`config.mk`:
```
export PLATFORM = sky130hd
export DESIGN_NAME = axi_wr_slave_p_flat
export DESIGN_NICKNAME = d
export VERILOG_FILES = /design/src/rtl/axi_wr_slave_p_if.sv /design/src/rtl/axi_wr_slave_p.sv /design/src/flat_wrapper.sv
export SDC_FILE = /design/constraint.sdc
export NUM_CORES = 1
export LEC_CHECK = 0
export ABC_AREA = 1
export CAP_MARGIN = 0
export CORE_AREA = 2 2 76 151
export DETAILED_ROUTE_END_ITERATION = 10
export DIE_AREA = 0 0 78 153
export PLACE_DENSITY = 0.79
export SYNTH_ARGS = -nofsm -noshare
export SYNTH_HDL_FRONTEND = slang
export SYNTH_SLANG_ARGS = --single-unit
export TNS_END_PERCENT = 100
```
`constraint.sdc`:
```
create_clock -name clk -period 2.3 [get_ports clk]
set_input_delay 0.23 -clock clk [delete_from_list [all_inputs] [get_ports clk]]
set_output_delay 0.23 -clock clk [all_outputs]
set_load 0.02 [all_outputs]
```
`src/rtl/axi_wr_slave_p_if.sv`:
```
// AXI4 write-channel bundle (AW, W, B) used by axi_wr_slave_p.
interface axi_wr_slave_p_if #(
  parameter int unsigned DATA_W = 32,
  parameter int unsigned ADDR_W = 11,
  parameter int unsigned ID_W   = 8
);
  localparam int unsigned SW = DATA_W / 8;

  logic [ID_W-1:0]   AWID;
  logic [ADDR_W-1:0] AWADDR;
  logic [7:0]        AWLEN;
  logic [2:0]        AWSIZE;
  logic [1:0]        AWBURST;
  logic [3:0]        AWREGION;
  logic              AWVALID;
  logic              AWREADY;

  logic [DATA_W-1:0] WDATA;
  logic [SW-1:0]     WSTRB;
  logic              WLAST;
  logic              WVALID;
  logic              WREADY;

  logic [ID_W-1:0]   BID;
  logic [1:0]        BRESP;
  logic              BVALID;
  logic              BREADY;

  modport master (
    output AWID, AWADDR, AWLEN, AWSIZE, AWBURST, AWREGION, AWVALID,
    input  AWREADY,
    output WDATA, WSTRB, WLAST, WVALID,
    input  WREADY,
    input  BID, BRESP, BVALID,
    output BREADY
  );

  modport slave (
    input  AWID, AWADDR, AWLEN, AWSIZE, AWBURST, AWREGION, AWVALID,
    output AWREADY,
    input  WDATA, WSTRB, WLAST, WVALID,
    output WREADY,
    output BID, BRESP, BVALID,
    input  BREADY
  );
endinterface

```
`src/rtl/axi_wr_slave_p.sv`:
```
// AXI4 write slave: splits AW/W bursts into single-beat sink writes, one B per burst.
// WRAP bursts are supported only when AXI_WR_WRAP_EN is defined.
module axi_wr_slave_p #(
  parameter int unsigned DATA_W = 32,
  parameter int unsigned ADDR_W = 11,
  parameter int unsigned ID_W   = 8,
  parameter int unsigned NREG   = 3,
  parameter int unsigned TMO    = 255,
  localparam int unsigned SW    = DATA_W / 8,
  localparam int unsigned RW    = (NREG > 1) ? $clog2(NREG) : 1
) (
  input  logic              clk,
  input  logic              rst_n,
  axi_wr_slave_p_if.slave   bus,
  output logic              axi_wr_vld,
  output logic [ADDR_W-1:0] axi_wr_addr,
  output logic [DATA_W-1:0] axi_wr_data,
  output logic [SW-1:0]     axi_wr_strb,
  output logic [RW-1:0]     axi_wr_region,
  input  logic [NREG-1:0]   wr_done,
  input  logic [NREG-1:0]   wr_err
);

  localparam int unsigned MaxSize = $clog2(SW);
  localparam int unsigned TW      = (TMO > 1) ? $clog2(TMO + 1) : 1;
  localparam int unsigned TmoLast = (TMO > 0) ? TMO - 1 : 0;

  localparam logic [1:0] RespOkay   = 2'd0;
  localparam logic [1:0] RespSlvErr = 2'd2;
  localparam logic [1:0] RespDecErr = 2'd3;
  localparam logic [1:0] BurstIncr  = 2'd1;
  localparam logic [1:0] BurstWrap  = 2'd2;

  typedef enum logic [1:0] {StIdle, StData, StWait, StResp} state_e;

  state_e            state_q, state_d;
  logic [ID_W-1:0]   id_q;
  logic [ADDR_W-1:0] addr_q;
  logic [7:0]        len_q;
  logic [2:0]        size_q;
  logic [1:0]        burst_q;
  logic [RW-1:0]     region_q;
  logic [1:0]        err_q;
  logic [7:0]        beat_q;
  logic              last_q;
  logic [TW-1:0]     wd_q;
  logic              vld_q;
  logic [ADDR_W-1:0] wr_addr_q;
  logic [DATA_W-1:0] wr_data_q;
  logic [SW-1:0]     wr_strb_q;

  logic              aw_hs, w_hs, beat_last;
  logic              done_sel, err_sel, timeout, wait_exit;
  logic [1:0]        aw_err;
  logic [ADDR_W-1:0] beat_bytes, addr_nxt;
`ifdef AXI_WR_WRAP_EN
  logic [ADDR_W-1:0] aw_mask, wrap_mask;
`endif

  assign aw_hs     = (state_q == StIdle) && bus.AWVALID;
  assign w_hs      = (state_q == StData) && bus.WVALID;
  assign beat_last = (beat_q == len_q);

  // Legality of the incoming burst; decode errors outrank protocol errors.
  always_comb begin
    aw_err = RespOkay;
`ifdef AXI_WR_WRAP_EN
    aw_mask = (ADDR_W'(1) << bus.AWSIZE) - ADDR_W'(1);
`endif
    if (32'(bus.AWREGION) >= NREG) begin
      aw_err = RespDecErr;
    end else if ((32'(bus.AWSIZE) > MaxSize) || (bus.AWBURST == 2'd3)) begin
      aw_err = RespSlvErr;
    end else if (bus.AWBURST == BurstWrap) begin
`ifdef AXI_WR_WRAP_EN
      if (!(bus.AWLEN inside {8'd1, 8'd3, 8'd7, 8'd15}) || ((bus.AWADDR & aw_mask) != '0)) begin
        aw_err = RespSlvErr;
      end
`else
      aw_err = RespSlvErr;
`endif
    end
  end

  always_comb begin
    beat_bytes = ADDR_W'(1) << size_q;
`ifdef AXI_WR_WRAP_EN
    wrap_mask  = (beat_bytes * ADDR_W'({1'b0, len_q} + 9'd1)) - ADDR_W'(1);
`endif
    case (burst_q)
      BurstIncr: addr_nxt = (addr_q & ~(beat_bytes - ADDR_W'(1))) + beat_bytes;
`ifdef AXI_WR_WRAP_EN
      BurstWrap: addr_nxt = (addr_q & ~wrap_mask) | ((addr_q + beat_bytes) & wrap_mask);
`endif
      default:   addr_nxt = addr_q;
    endcase
  end

  always_comb begin
    done_sel = 1'b0;
    err_sel  = 1'b0;
    for (int unsigned i = 0; i < NREG; i++) begin
      if (32'(region_q) == i) begin
        done_sel = wr_done[i];
        err_sel  = wr_err[i];
      end
    end
  end

  assign timeout   = (TMO != 0) && (wd_q == TW'(TmoLast));
  assign wait_exit = (state_q == StWait) && (done_sel || timeout);

  always_comb begin
    state_d = state_q;
    unique case (state_q)
      StIdle: if (bus.AWVALID) state_d = StData;
      StData: begin
        if (bus.WVALID) begin
          if (err_q == RespOkay) state_d = StWait;
          else if (bus.WLAST)    state_d = StResp;
        end
      end
      StWait: if (wait_exit) state_d = last_q ? StResp : StData;
      StResp: if (bus.BREADY) state_d = StIdle;
      default: state_d = StIdle;
    endcase
  end

  always_ff @(posedge clk) begin
    if (!rst_n) begin
      state_q   <= StIdle;
      id_q      <= '0;
      addr_q    <= '0;
      len_q     <= '0;
      size_q    <= '0;
      burst_q   <= '0;
      region_q  <= '0;
      err_q     <= RespOkay;
      beat_q    <= '0;
      last_q    <= 1'b0;
      wd_q      <= '0;
      vld_q     <= 1'b0;
      wr_addr_q <= '0;
      wr_data_q <= '0;
      wr_strb_q <= '0;
    end else begin
      state_q <= state_d;
      vld_q   <= 1'b0;
      wd_q    <= (state_q == StWait) ? wd_q + TW'(1) : '0;
      if (aw_hs) begin
        id_q     <= bus.AWID;
        addr_q   <= bus.AWADDR;
        len_q    <= bus.AWLEN;
        size_q   <= bus.AWSIZE;
        burst_q  <= bus.AWBURST;
        region_q <= RW'(bus.AWREGION);
        err_q    <= aw_err;
        beat_q   <= '0;
      end
      if (w_hs) begin
        last_q <= bus.WLAST;
        if (beat_q != 8'hff) beat_q <= beat_q + 8'd1;
        // A beat is written on the error-free state seen at its handshake, even if it trips WLAST.
        if (err_q == RespOkay) begin
          vld_q     <= 1'b1;
          wr_addr_q <= addr_q;
          wr_data_q <= bus.WDATA;
          wr_strb_q <= bus.WSTRB;
          addr_q    <= addr_nxt;
          if (bus.WLAST != beat_last) err_q <= RespSlvErr;
        end
      end
      if (wait_exit && (err_q == RespOkay) && (done_sel ? err_sel : 1'b1)) begin
        err_q <= RespSlvErr;
      end
    end
  end

  // Outputs are forced low while reset is held so they read zero within the reset cycle.
  assign bus.AWREADY   = rst_n && (state_q == StIdle);
  assign bus.WREADY    = rst_n && (state_q == StData);
  assign bus.BVALID    = rst_n && (state_q == StResp);
  assign bus.BID       = bus.BVALID ? id_q : '0;
  assign bus.BRESP     = bus.BVALID ? err_q : RespOkay;
  assign axi_wr_vld    = rst_n && vld_q;
  assign axi_wr_addr   = rst_n ? wr_addr_q : '0;
  assign axi_wr_data   = rst_n ? wr_data_q : '0;
  assign axi_wr_strb   = rst_n ? wr_strb_q : '0;
  assign axi_wr_region = rst_n ? region_q : '0;

endmodule
```
`src/flat_wrapper.sv`:
```
// flat-port wrapper written by rule: the top's interface ports become plain ports
module axi_wr_slave_p_flat 
#(
  parameter int unsigned DATA_W = 32,
  parameter int unsigned ADDR_W = 11,
  parameter int unsigned ID_W   = 8,
  parameter int unsigned NREG   = 3,
  parameter int unsigned TMO    = 255,
  localparam int unsigned SW    = DATA_W / 8,
  localparam int unsigned RW    = (NREG > 1) ? $clog2(NREG) : 1
)
  (clk, rst_n, axi_wr_vld, axi_wr_addr, axi_wr_data, axi_wr_strb, axi_wr_region, wr_done, wr_err, bus_AWID, bus_AWADDR, bus_AWLEN, bus_AWSIZE, bus_AWBURST, bus_AWREGION, bus_AWVALID, bus_AWREADY, bus_WDATA, bus_WSTRB, bus_WLAST, bus_WVALID, bus_WREADY, bus_BID, bus_BRESP, bus_BVALID, bus_BREADY);
  axi_wr_slave_p_if #(.DATA_W(DATA_W), .ADDR_W(ADDR_W), .ID_W(ID_W)) bus_i ();
  input  logic clk;
  input  logic rst_n;
  output logic axi_wr_vld;
  output logic [ADDR_W-1:0] axi_wr_addr;
  output logic [DATA_W-1:0] axi_wr_data;
  output logic [SW-1:0] axi_wr_strb;
  output logic [RW-1:0] axi_wr_region;
  input  logic [NREG-1:0] wr_done;
  input  logic [NREG-1:0] wr_err;
  input wire logic [$bits(bus_i.AWID)-1:0] bus_AWID;
  input wire logic [$bits(bus_i.AWADDR)-1:0] bus_AWADDR;
  input wire logic [$bits(bus_i.AWLEN)-1:0] bus_AWLEN;
  input wire logic [$bits(bus_i.AWSIZE)-1:0] bus_AWSIZE;
  input wire logic [$bits(bus_i.AWBURST)-1:0] bus_AWBURST;
  input wire logic [$bits(bus_i.AWREGION)-1:0] bus_AWREGION;
  input wire logic [$bits(bus_i.AWVALID)-1:0] bus_AWVALID;
  output wire logic [$bits(bus_i.AWREADY)-1:0] bus_AWREADY;
  input wire logic [$bits(bus_i.WDATA)-1:0] bus_WDATA;
  input wire logic [$bits(bus_i.WSTRB)-1:0] bus_WSTRB;
  input wire logic [$bits(bus_i.WLAST)-1:0] bus_WLAST;
  input wire logic [$bits(bus_i.WVALID)-1:0] bus_WVALID;
  output wire logic [$bits(bus_i.WREADY)-1:0] bus_WREADY;
  output wire logic [$bits(bus_i.BID)-1:0] bus_BID;
  output wire logic [$bits(bus_i.BRESP)-1:0] bus_BRESP;
  output wire logic [$bits(bus_i.BVALID)-1:0] bus_BVALID;
  input wire logic [$bits(bus_i.BREADY)-1:0] bus_BREADY;
  assign bus_i.AWID = bus_AWID;
  assign bus_i.AWADDR = bus_AWADDR;
  assign bus_i.AWLEN = bus_AWLEN;
  assign bus_i.AWSIZE = bus_AWSIZE;
  assign bus_i.AWBURST = bus_AWBURST;
  assign bus_i.AWREGION = bus_AWREGION;
  assign bus_i.AWVALID = bus_AWVALID;
  assign bus_AWREADY = bus_i.AWREADY;
  assign bus_i.WDATA = bus_WDATA;
  assign bus_i.WSTRB = bus_WSTRB;
  assign bus_i.WLAST = bus_WLAST;
  assign bus_i.WVALID = bus_WVALID;
  assign bus_WREADY = bus_i.WREADY;
  assign bus_BID = bus_i.BID;
  assign bus_BRESP = bus_i.BRESP;
  assign bus_BVALID = bus_i.BVALID;
  assign bus_i.BREADY = bus_BREADY;
  axi_wr_slave_p #(.DATA_W(DATA_W), .ADDR_W(ADDR_W), .ID_W(ID_W), .NREG(NREG), .TMO(TMO)) u_core (.clk(clk), .rst_n(rst_n), .bus(bus_i), .axi_wr_vld(axi_wr_vld), .axi_wr_addr(axi_wr_addr), .axi_wr_data(axi_wr_data), .axi_wr_strb(axi_wr_strb), .axi_wr_region(axi_wr_region), .wr_done(wr_done), .wr_err(wr_err));
endmodule
```
---- Word level (Yosys, flattened, before mapping) ----
Index checks and enable logic that the tools add are counted.
word-level totals
  flip-flop bits (word level) ............. 103
  input bits .............................. 84
  output and inout port bits .............. 63
  word-level logic and storage cells ...... 100
operators by class
  $add $sub $neg .......................... 4
  magnitude comparators ................... 2
  equal/unequal tests ..................... 18
  shift-type cells ........................ 1
  multiplexer cells ....................... 37
  bitwise operators ....................... 3
  reductions and logical operators ........ 19
operators with widths
  kind                                                 count
  2-to-1 mux 11 bit                                    5
  2-to-1 mux 2 bit                                     17
  2-to-1 mux 32 bit                                    1
  2-to-1 mux 8 bit                                     4
  adder 8 x 1 -> 8 bit, second input constant          2
  adder 11 bit                                         1
  bitwise AND 11 bit                                   1
  NOT 11 bit                                           1
  left shift 1 x 3 -> 11 bit, first input constant     1
  subtractor 11 x 1 -> 11 bit, second input constant   1
  equality test 2 bit, second input constant           5
  logical AND 1 bit                                    9
  equality test 8 bit                                  1
  equality test 8 bit, second input constant           1
  2-to-1 mux 1 bit                                     8
  inequality test 8 bit, second input constant         1
  case mux 2 bit (4 select lines)                      1
  equality test 2 x 1 -> 1 bit, second input constant  3
  logical NOT 2 bit                                    3
  inequality test 2 bit, second input constant         3
  AND reduction 2 bit                                  3
  AND reduction 5 bit                                  1
  >= comparator 4 x 2 -> 1 bit, second input constant  1
  2-to-1 mux 4 bit                                     1
  other kinds (8)                                      9

---- Logic depth before layout (Yosys ltp) ----
  word-level depth ........................ 9
  depth in mapped cells ................... 16

---- Worst setup path after synthesis ----
OpenSTA, ideal clock, no wires.
  path kind ............................... register to output
  start ................................... register u_core.state_q[0]
  end ..................................... output bus_BID[0]
  data arrival time ....................... 1.763 ns
  data required time ...................... 2.070 ns
  path slack .............................. 0.307 ns
  stages on the path, launching flop included .. 5
  buffers on the path ..................... 0
  cells stage by stage .................... dfxtp_1 > inv_1 > nor3_1 > clkinv_1 > nor2_1
on the way
  cells in the longest elaborated chain, start to end .. 3
RTL lines
  item                    line                   source
  from (decl)             axi_wr_slave_p.sv:36   state_e state_q, state_d;
  from (signal assigned)  axi_wr_slave_p.sv:131  state_q <= StIdle;
  from (signal assigned)  axi_wr_slave_p.sv:147  state_q <= state_d;
  equality test 2 bit     axi_wr_slave_p.sv:182  assign bus.BVALID = rst_n && (state_q == StResp);
  logical AND 1 bit       axi_wr_slave_p.sv:182
  named net bus_BVALID    flat_wrapper.sv:38     output wire logic [$bits(bus_i.BVALID)-1:0] bus_BVALID;
  2-to-1 mux 8 bit        axi_wr_slave_p.sv:183  assign bus.BID = bus.BVALID ? id_q : '0;
  to (decl)               flat_wrapper.sv:36     output wire logic [$bits(bus_i.BID)-1:0] bus_BID;
The timed path passes the listed nets, and every way through them passes these cells.

---- Final worst setup path ----
  start ................................... register u_core.size_q[2]
  end ..................................... register u_core.addr_q[10]
on the way
  cells in the longest elaborated chain, start to end .. 8
RTL lines
  item                            line                   source
  from (decl)                     axi_wr_slave_p.sv:40   logic [2:0] size_q;
  from (signal assigned)          axi_wr_slave_p.sv:154  size_q <= bus.AWSIZE;
  left shift 1 x 3 -> 11 bit (*)  axi_wr_slave_p.sv:86   beat_bytes = ADDR_W'(1) << size_q;
  subtractor 11 x 1 -> 11 bit     axi_wr_slave_p.sv:91   BurstIncr: addr_nxt = (addr_q & ~(beat_bytes - ADDR_W'(1))) + beat_bytes;
  NOT 11 bit                      axi_wr_slave_p.sv:91
  bitwise AND 11 bit              axi_wr_slave_p.sv:91
  adder 11 bit (*)                axi_wr_slave_p.sv:91
  2-to-1 mux 11 bit (*)           axi_wr_slave_p.sv:90   case (burst_q)
  2-to-1 mux 11 bit (*)           axi_wr_slave_p.sv:164  if (err_q == RespOkay) begin
  2-to-1 mux 11 bit (*)           axi_wr_slave_p.sv:160  if (w_hs) begin
  to (signal assigned)            axi_wr_slave_p.sv:152  addr_q <= bus.AWADDR;
  to (signal assigned)            axi_wr_slave_p.sv:169  addr_q <= addr_nxt;
  to (decl)                       axi_wr_slave_p.sv:38   logic [ADDR_W-1:0] addr_q;
Mark *: on every way between the ends. The rest lies on a longest branch, timed or not. The select of a mux whose other input is x is not followed.
A chain may end at the register's enable or synchronous reset.

==> results.txt <==
The smallest setup slack after layout is between 0.15 and 0.2 ns. For this run, the register share of the synthesized area comes to just over 40%. The layout has 977 filler cells.

The floorplan step defined a die boundary enclosing 0.01193 sq mm. At the worst endpoint, the required time is between 2 and 3 ns. The via count of the first global-routing pass came out at ~5.0k. The clock share of power is 26.7%.

The biggest area contributor in the post-synthesis netlist is sky130_fd_sc_hd__dfxtp_1. The count of different cell masters after synthesis came out at between 40 and 50. The startpoint-to-endpoint class of the critical path is flip-flop to flip-flop. Port buffering added around 150 buffers. The wire length of the first global-routing pass is 23100 microns. The type of destination of the critical path is a flip-flop.

Leaving out fill and tap cells, the most frequent cell in the layout is sky130_fd_sc_hd__clkdlybuf4s50_1. The mean area per synthesized cell came out at a little under 7 sq um. The number of slew-limit violations in the final report is 0. The die height is roughly 150 microns. The detailed-route vias per instance came out at between 5 and 6.

Dividing the final minimum period by the clock period gives about nine tenths. The end-of-flow core utilization came out at about two thirds. The initial core utilization came out at between 40% and 50%. The worst path arrival time is 2.38 ns. The number of instances in the synthesized netlist is 750. TritonCTS built the clock tree. The top-level I/O count is between 100 and 150. The startpoint identified for the worst register-to-register timing path is u_core.size_q[2]$_SDFFE_PN0P_. The half-perimeter wire length of the detailed placement result came out at 10450 microns. The leakage component of the power came out at between 3 and 4 nW. The deepest clock path buffer count is 2.

The total number of nets in the final design is 986. The clock insertion delay at the later pin of the skew report came out at 0.34 ns. The proportion of netlist area held by the largest area contributor came out at between 40 and 50%.

The top cell types in the final layout, fill and taps aside, are 135 x sky130_fd_sc_hd__clkdlybuf4s50_1, 128 x sky130_fd_sc_hd__nand2_1, 123 x sky130_fd_sc_hd__inv_1, 116 x sky130_fd_sc_hd__nor2_1, 102 x sky130_fd_sc_hd__dfxtp_1. Summing internal, switching and leakage power gives about 6.5 mW. Max-cap violations in this run came to 0.

Combinational cells account for 36.4% of the total power. The internal portion of the total power is ~4.2 mW. The initial antenna violation count is 0. Entering global routing, the biggest net connects 87 pins. The placeable core area is approximately 0.011 sq mm.

The share of power burned in registers came out at ~37%. Across all layers, the routed design uses approximately 5.2k vias. In this run, post-CTS hold repair placed 0 buffers.

Buffers inserted during clock tree synthesis total 9. Routability-driven placement finished with a final weighted congestion of ~1. Clock skew on the completed layout was measured at between 0.008 and 0.009 ns. For this block, the routed nets add up to around 14000 microns of wire. After synthesis the netlist holds a flip-flop and latch count of slightly above 100. The standard-cell row count is 54. The area growth from synthesis to final layout came out at 40.22%. The launching element type of the critical path is a flip-flop.

The routed design could run at a clock period as short as ~2.1 ns. Along the worst path, the maximum fanout reaches 6. The netlist area before placement came out at roughly 0.0051 sq mm.

VDD sags by at most roughly 0.56 mV. The H-tree generated during clock tree synthesis spans 3 levels. The post-place setup slack is around 0.064 ns. The length of the first detailed-routing pass in iterations came out at 5.

Dividing the detail-routed wire length by the instance count gives about 14 microns. The worst hold path begins at rst_n. The slew at the pin with the worst max-slew slack is 0.3667 ns.

For this design the total switching power over the nets is 2.295 mW. The switching fraction of total power came out at a little over a third. The number of DRC markers in iteration 0 is about 260. The total congestion overflow after global routing came out at 0. 0 antenna diodes ended up in the layout. The DRC violation count after routing came out at 0. The total clock sinks came out at 103.

The number of warnings printed during yosys synthesis is 0. By area the synthesized netlist is led by sky130_fd_sc_hd__dfxtp_1 41%, sky130_fd_sc_hd__nand2_1 9.5%, sky130_fd_sc_hd__inv_1 9.1%. The post-route netlist has around 6.3% of its cells at a drive strength greater than 1. The path type of the worst min-delay path is input port to flip-flop.

Tracing the worst setup path back leads to its startpoint at u_core.size_q[2]$_SDFFE_PN0P_. The overall die width is 78 microns. The power density normalized to cell area is ~900 mW/mm^2. Setup violations remaining at the end of the flow were counted as 0. The tree is rooted in a sky130_fd_sc_hd__clkbuf_16.

The net count after synthesis came out at approximately 840. The remaining antenna violation count after routing is 0. The achievable frequency came out at between 400 and 500 MHz. The clock transition at the register clock pins on the worst setup and hold paths after CTS came out at 0.07 ns. For this run, the total global-route usage over all layers was measured as approximately a quarter. Headroom to the max-slew limit came out at 74.92%. The total count of hold-check failures in the final report is 0. The flow ran to the end, and the final reports show no timing, DRC or antenna violations.
## flip-flops by register name (all words and copies together) (netlist names)
signal and cells:
u_core.wr_addr_q 11, u_core.addr_q 11, u_core.vld_q 1, u_core.len_q 8
u_core.last_q 1, u_core.wd_q 8, u_core.beat_q 8, u_core.state_q 2
u_core.size_q 3, u_core.burst_q 2, u_core.wr_data_q 32, u_core.id_q 8
u_core.err_q 2, u_core.wr_strb_q 4, u_core.region_q 2
## repair_timing
action,in CTS,in global routing
endpoints found under the hold margin,0,0
pin swaps,0,1
buffers inserted,0,1
setup endpoints to repair,10,19
resized for setup,4,16
gates cloned,1,0
## power by group through the flow
stage	sequential (mW)	combinational [mW]	clock, mW
after floorplan	2.36	1.53	0
after global placement	2.41	2.29	0
after detailed placement	2.42	2.31	0
after CTS	2.38	2.33	1.75
after global routing	2.43	2.64	1.83
final	2.39	2.35	1.72
## critical path: stages, from the launching register on
cell and delay, ns:
sky130_fd_sc_hd__dfxtp_1 0.45, sky130_fd_sc_hd__nand2_1 0.19, sky130_fd_sc_hd__inv_1 0.12, sky130_fd_sc_hd__nor2_1 0.05, sky130_fd_sc_hd__ha_1 0.31, sky130_fd_sc_hd__inv_1 0.09, sky130_fd_sc_hd__nor2_1 0.21, sky130_fd_sc_hd__inv_1 0.08
sky130_fd_sc_hd__nor2_1 0.10, sky130_fd_sc_hd__nand2_1 0.08, sky130_fd_sc_hd__nand2_2 0.09, sky130_fd_sc_hd__nand3_1 0.07, sky130_fd_sc_hd__nand3_1 0.07, sky130_fd_sc_hd__nand2_1 0.05, sky130_fd_sc_hd__a21oi_1 0.10
## synthesized netlist by cell type, drive strengths merged
cell type    n
a2111oi      1
a211oi       4
a21boi       1
a21oi       78
a221oi       1
a22oi        9
a311oi       1
a31oi        1
a41oi        1
buf         14
clkbuf      14
clkinv       1
dfxtp      103
ha           7
inv        128
nand2      132
nand3       33
nand3b       1
nand4        7
nor2       123
nor3         9
nor3b        2
nor4         1
o211ai       1
o21ai       54
o21bai       1
o22ai        3
o31ai        1
o32ai        1
or2          2
xnor2       10
xor2         5
## final timing paths
path	end	slack (ns)	cells after the start
max	u_core.addr_q[10]$_SDFFE_PN0P_	0.19	14
min	u_core.len_q[5]$_SDFFE_PN0P_	0.40	4
max reg2reg	u_core.addr_q[10]$_SDFFE_PN0P_	0.19	14
min reg2reg	u_core.id_q[4]$_SDFFE_PN0P_	0.46	2
## kinds of logic after synthesis
group           Yosys count  share of synthesized area (%)
fa+ha+maj                 7                          1.730
compound gates          158                          17.16
buf+inv                 157                          12.11
flops                   103                          40.74
xor+xnor                 15                          2.596
simple gates            310                          25.66
## per-stage QoR
step	TNS (ns)	hold WS [ns]	instance area [sq um]	cells
global route	-0.008521	0.4359	7097	1039
detailed placement	0	0.4506	6694	1022
floorplan	0	0.3649	5061	750
finish	0	0.4044	7097	1039
global placement	0	0.4383	6694	1022
CTS	0	0.4305	7047	1038
## per-layer routing
layer / track usage [%] / share of wire [%]
met5: 0 / 0
met4: 17.13 / 6.2
met3: 3.542 / 4.2
met2: 43.35 / 53
met1: 24.52 / 36
## area by class of cell
type	count	area, sq um	area share [%]
Clock inverter	5	106.4	1.499
Inverter	129	485.5	6.841
Multi-Input combinational cell	490	2414	34.01
Sequential cell	103	2063	29.07
Clock buffer	10	229.0	3.226
Tap cell	140	175.2	2.468
Timing Repair Buffer	161	1619	22.81
Timing Repair inverter	1	5.005	0.07052
(Power assumes the default switching activity.)
